===== config.mk =====
export PLATFORM = sky130hd
export DESIGN_NAME = dot_product_accumulator
export DESIGN_NICKNAME = d
export VERILOG_FILES = /design/src/rtl/dot_product_accumulator.sv
export SDC_FILE = /design/constraint.sdc
export NUM_CORES = 1
export LEC_CHECK = 0
export BUFFER_PORTS_ARGS = -buffer_cell sky130_fd_sc_hd__buf_2
export CAP_MARGIN = 20
export CORE_MARGIN = 2
export CORE_UTILIZATION = 45
export CTS_BUF_LIST = sky130_fd_sc_hd__clkbuf_4 sky130_fd_sc_hd__clkbuf_8
export CTS_CLUSTER_SIZE = 24
export DETAILED_ROUTE_END_ITERATION = 16
export PLACE_DENSITY = 0.75
export SLEW_MARGIN = 0
export SYNTH_ARGS = -nofsm -noshare
export SYNTH_HDL_FRONTEND = slang
export SYNTH_SLANG_ARGS = --single-unit
export TNS_END_PERCENT = 30

===== constraint.sdc =====
create_clock -name clk -period 2.16 [get_ports clk]
set_clock_uncertainty 0.2 [all_clocks]
set_input_delay 0 -clock clk [delete_from_list [all_inputs] [get_ports clk]]
set_output_delay 0 -clock clk [all_outputs]
set_load 0.05 [all_outputs]

===== src/rtl/dot_product_accumulator.sv =====
// Streaming dot-product accumulator: sums NUM_TERMS unsigned product terms and presents
// the result with a valid/ready handshake. Optional synchronous abort port via DOTACC_CLEAR_EN.
module dot_product_accumulator #(
  parameter int DATA_W    = 4,
  parameter int NUM_TERMS = 4
) (
  input  logic                                 clk,
  input  logic                                 rst,
`ifdef DOTACC_CLEAR_EN
  input  logic                                 inClear,
`endif
  input  logic [DATA_W-1:0]                    inProduct,
  input  logic                                 inValid,
  output logic                                 inReady,
  output logic [DATA_W+$clog2(NUM_TERMS)-1:0]  outData,
  output logic                                 outValid,
  input  logic                                 outReady
);

  localparam int ACC_W = DATA_W + $clog2(NUM_TERMS);
  // A single-term build still needs a one-bit counter to hold a legal vector.
  localparam int CNT_W = (NUM_TERMS > 1) ? $clog2(NUM_TERMS) : 1;
  localparam logic [CNT_W-1:0] LAST = CNT_W'(NUM_TERMS - 1);

  typedef enum logic [1:0] {
    S_IDLE  = 2'd0,
    S_ACCUM = 2'd1,
    S_DONE  = 2'd2
  } state_t;

  state_t             r_state;
  state_t             w_state_nxt;
  logic [ACC_W-1:0]   r_acc;
  logic [ACC_W-1:0]   w_acc_nxt;
  logic [CNT_W-1:0]   r_count;
  logic [CNT_W-1:0]   w_count_nxt;
  logic [ACC_W-1:0]   r_out_data;
  logic [ACC_W-1:0]   w_out_data_nxt;

  logic               w_accept;
  logic               w_last;
  logic               w_handshake;
  logic               w_clear;
  logic [ACC_W-1:0]   w_sum;

`ifdef DOTACC_CLEAR_EN
  assign w_clear = inClear;
`else
  assign w_clear = 1'b0;
`endif

  assign inReady     = (r_state != S_DONE);
  assign outValid    = (r_state == S_DONE);
  // r_out_data is only nonzero while in DONE, so outData reads 0 elsewhere.
  assign outData     = r_out_data;

  assign w_accept    = inValid && inReady;
  assign w_last      = (r_count == LAST);
  assign w_handshake = outValid && outReady;
  assign w_sum       = r_acc + ACC_W'(inProduct);

  always_comb begin
    w_state_nxt    = r_state;
    w_acc_nxt      = r_acc;
    w_count_nxt    = r_count;
    w_out_data_nxt = r_out_data;

    unique case (r_state)
      S_IDLE, S_ACCUM: begin
        if (w_accept) begin
          w_acc_nxt   = w_sum;
          w_count_nxt = r_count + CNT_W'(1);
          if (w_last) begin
            w_state_nxt    = S_DONE;
            w_out_data_nxt = w_sum;
          end else begin
            w_state_nxt = S_ACCUM;
          end
        end
      end
      S_DONE: begin
        if (w_handshake) begin
          w_state_nxt    = S_IDLE;
          w_acc_nxt      = '0;
          w_count_nxt    = '0;
          w_out_data_nxt = '0;
        end
      end
      default: begin
        w_state_nxt    = S_IDLE;
        w_acc_nxt      = '0;
        w_count_nxt    = '0;
        w_out_data_nxt = '0;
      end
    endcase

    // Abort wins over any accept or output handshake in the same cycle.
    if (w_clear) begin
      w_state_nxt    = S_IDLE;
      w_acc_nxt      = '0;
      w_count_nxt    = '0;
      w_out_data_nxt = '0;
    end
  end

  always_ff @(posedge clk or posedge rst) begin
    if (rst) begin
      r_state    <= S_IDLE;
      r_acc      <= '0;
      r_count    <= '0;
      r_out_data <= '0;
    end else begin
      r_state    <= w_state_nxt;
      r_acc      <= w_acc_nxt;
      r_count    <= w_count_nxt;
      r_out_data <= w_out_data_nxt;
    end
  end

endmodule


==> impl_metrics.env <==
export IMPL_stdcell_count=136
export IMPL_ios=16
export IMPL_synthCells=87
export IMPL_pre_cts_slack_ps=327.0
export IMPL_tightest_slew_ps=618.7
export IMPL_synth_compound_area_frac=0.1871
export IMPL_cellLeakagePower_nw=0.5325
export IMPL_post_cts_setup_buffers=0
export IMPL_peakVddDrop_uv=554.3
export IMPL_place_hpwl_mm=1.264
export IMPL_grt_use_total=0.1693
export IMPL_ant_nets=0
export IMPL_synth_area_um2=889.6
export IMPL_vias=702
export IMPL_grt_pass1_wl_mm=3.042
export IMPL_final_core_util=0.5514
export IMPL_synth_distinct_cells=35
export IMPL_antenna_found_initial=0
export IMPL_htree_num_levels=1
export IMPL_grt_overflow=0
export IMPL_port_buffers=15
export IMPL_drcViolationCount=0
export IMPL_start_util=0.4629
export IMPL_place_gp_congestion=0.7773
export IMPL_drive_above_1_share=0.2385
export IMPL_synth_fa_ha_area_frac=0.09283
export IMPL_cts_resized_gates=0
export IMPL_synth_top_family_by_area="compound AO/OA/AOI/OAI gates"
export IMPL_synth_xor_area_share=0.01969
export IMPL_setup_viol=0
export IMPL_critical_path_required_ps=2160
export IMPL_synth_fp_nets=101
export IMPL_hp_class="input pin to flip-flop"
export IMPL_critPathLaunchType="flip-flop"
export IMPL_min_period_ps=1862
export IMPL_fin_tns_setup_ps=0
export IMPL_final_cell_mix="16 x dfrtp_1, 15 x buf_2, 10 x inv_1, 9 x nand2_1, 6 x o21ai_0"
export IMPL_cts_tree="done"
export IMPL_clk_pin_slew_ps=90
export IMPL_slew_viol_final=0
export IMPL_dieArea_um2=2348
export IMPL_grt_pass1_vias=698
export IMPL_hold_violations=0
export IMPL_synthSimpleGateAreaFrac=0.1660
export IMPL_slew_headroom=0.5871
export IMPL_critical_path_class="flip-flop to flip-flop"
export IMPL_avgSynthCellArea_um2=10.23
export IMPL_cts_buffers=3
export IMPL_fmax_mhz=536.9
export IMPL_timing_max_cap_violations=0
export IMPL_rsz0062_at_grt="false"
export IMPL_status="completed"
export IMPL_synth_seq_cells=16
export IMPL_fillers=189
export IMPL_muxShareOfSynthArea=0.02954
export IMPL_setup_ws_ps=297.5
export IMPL_chipHeight_um=48.46
export IMPL_diodes=0
export IMPL_grt_max_degree=17
export IMPL_wl_per_cell_um=12.65
export IMPL_final_common_cell="dfrtp_1"
export IMPL_crit_path_max_fanout=3
export IMPL_fp_dieW_um=48.46
export IMPL_routed_via_density=5.162
export IMPL_coreArea_um2=1922
export IMPL_syn_to_final_growth_pct=19.13
export IMPL_ys_seq_area_frac=0.4501
export IMPL_first_pass_iters=4
export IMPL_routed_wl_mm=1.720
export IMPL_clock_path_buffers=2
export IMPL_drt_initial_drc_count=14
export IMPL_fp_row_count=16
export IMPL_hold_buffers=5
export IMPL_hold_slack_ps=1.482
export IMPL_dp_cells=128
export IMPL_powerDensity_nw_per_um2=1425
export IMPL_clock_sinks=16
export IMPL_critPathArrivalTime_ps=1870
export IMPL_yosysWarningCount=0
export IMPL_clk_latency_ps=290
export IMPL_finalNetCount=125
export IMPL_cts_root_buf="clkbuf_4"
export IMPL_fin_crit_sh=0.8623
export IMPL_endpoint_kind="flip-flop"
==> layout make-up <==
type                            count  area (um^2)  area share
Sequential cell                    16        400.4      0.3778
Inverter                           10        37.54     0.03542
Clock buffer                        3        22.52     0.02125
Tap cell                           27        33.78     0.03188
Multi-Input combinational cell     60        440.4      0.4156
Timing Repair Buffer               20        125.1      0.1181
==> report_power, final <==
part | switching, mW | total [mW] | internal (mW)
registers | 0.0913 | 0.525 | 0.434
logic | 0.489 | 0.824 | 0.335
clock network | 0.0959 | 0.161 | 0.0649
==> synth_stat cells <==
| master | number | share of area |
|---|---|---|
| nor2b_1 | 2 | 0.014 |
| a32o_2 | 1 | 0.013 |
| xnor2_1 | 1 | 0.0098 |
| nand3b_1 | 1 | 0.0084 |
| fa_1 | 1 | 0.023 |
| o211a_1 | 1 | 0.011 |
| mux2_4 | 1 | 0.017 |
| nand2b_2 | 1 | 0.0098 |
| xor2_1 | 1 | 0.0098 |
| nand2_1 | 9 | 0.038 |
| o211ai_1 | 1 | 0.0084 |
| and3_1 | 1 | 0.0070 |
| a21oi_1 | 3 | 0.017 |
| nand3b_2 | 1 | 0.013 |
| and2b_2 | 1 | 0.0098 |
| a22o_1 | 2 | 0.020 |
| or2b_1 | 1 | 0.0084 |
| o31ai_1 | 2 | 0.017 |
| nand3_1 | 2 | 0.011 |
| o21ai_1 | 3 | 0.017 |
| a21oi_2 | 1 | 0.0098 |
| o21ai_0 | 6 | 0.034 |
| and2_4 | 2 | 0.020 |
| a2bb2oi_1 | 1 | 0.0098 |
| nor3_1 | 2 | 0.011 |
| dfrtp_1 | 16 | 0.45 |
| a31oi_1 | 2 | 0.014 |
| inv_1 | 10 | 0.042 |
| buf_6 | 1 | 0.013 |
| and2b_1 | 1 | 0.0084 |
| or3_1 | 1 | 0.0070 |
| a21o_1 | 1 | 0.0084 |
| ha_1 | 5 | 0.070 |
| o21a_1 | 1 | 0.0084 |
| mux2_1 | 1 | 0.013 |
==> metal layers <==
metal | part of all wire | up-vias | global-route usage
met1 | 0.49 | 337 | 0.2289
met4 | 0.024 | 0 | 0.08571
li1 | - | 350 | -
met5 | 0 | - | 0
met3 | 0.022 | 5 | 0.02778
met2 | 0.46 | 10 | 0.2639
==> registers in the layout (all words and copies together), names as in the netlist <==
signal,flops
r_acc,6
r_state,2
r_count,2
outData,6
==> logic make-up after synthesis <==
kind of cell,after synthesis
buf+inv,11
fa+ha+maj,6
compound gates,25
flops,16
simple gates,25
xor+xnor,2
mux,2
==> critical path, cell delays in order, from the launching register on <==
cell and delay [ps]:
dfrtp_1 360, ha_1 160, inv_1 50, fa_1 360
and2b_1 240, o21a_1 140, nor3_1 50, o31ai_1 210
==> through the flow <==
| step | total power [mW] | area [um^2] |
|---|---|---|
| 4_1_cts | 1.522 | 1060 |
| 3_3_place_gp | 1.318 | 987.2 |
| 3_5_place_dp | 1.349 | 987.2 |
| 6_report | 1.510 | 1060 |
| 5_1_grt | 1.645 | 1060 |
| 2_1_floorplan | 1.181 | 889.6 |
==> worst paths after layout <==
path                         startpoint         end  slack, ps  cells past startpoint
hold reg to reg              outData[4]  outData[4]        290                      2
setup / recovery               r_acc[0]  outData[4]        300                      7
max in group asynchronous           rst    r_acc[3]       1240                      3
min in group asynchronous           rst  r_count[1]        120                      3
hold / removal             inProduct[1]    r_acc[1]          1                      4
setup reg to reg               r_acc[0]  outData[4]        300                      7
No activity file was read; power rests on OpenSTA's default activity.
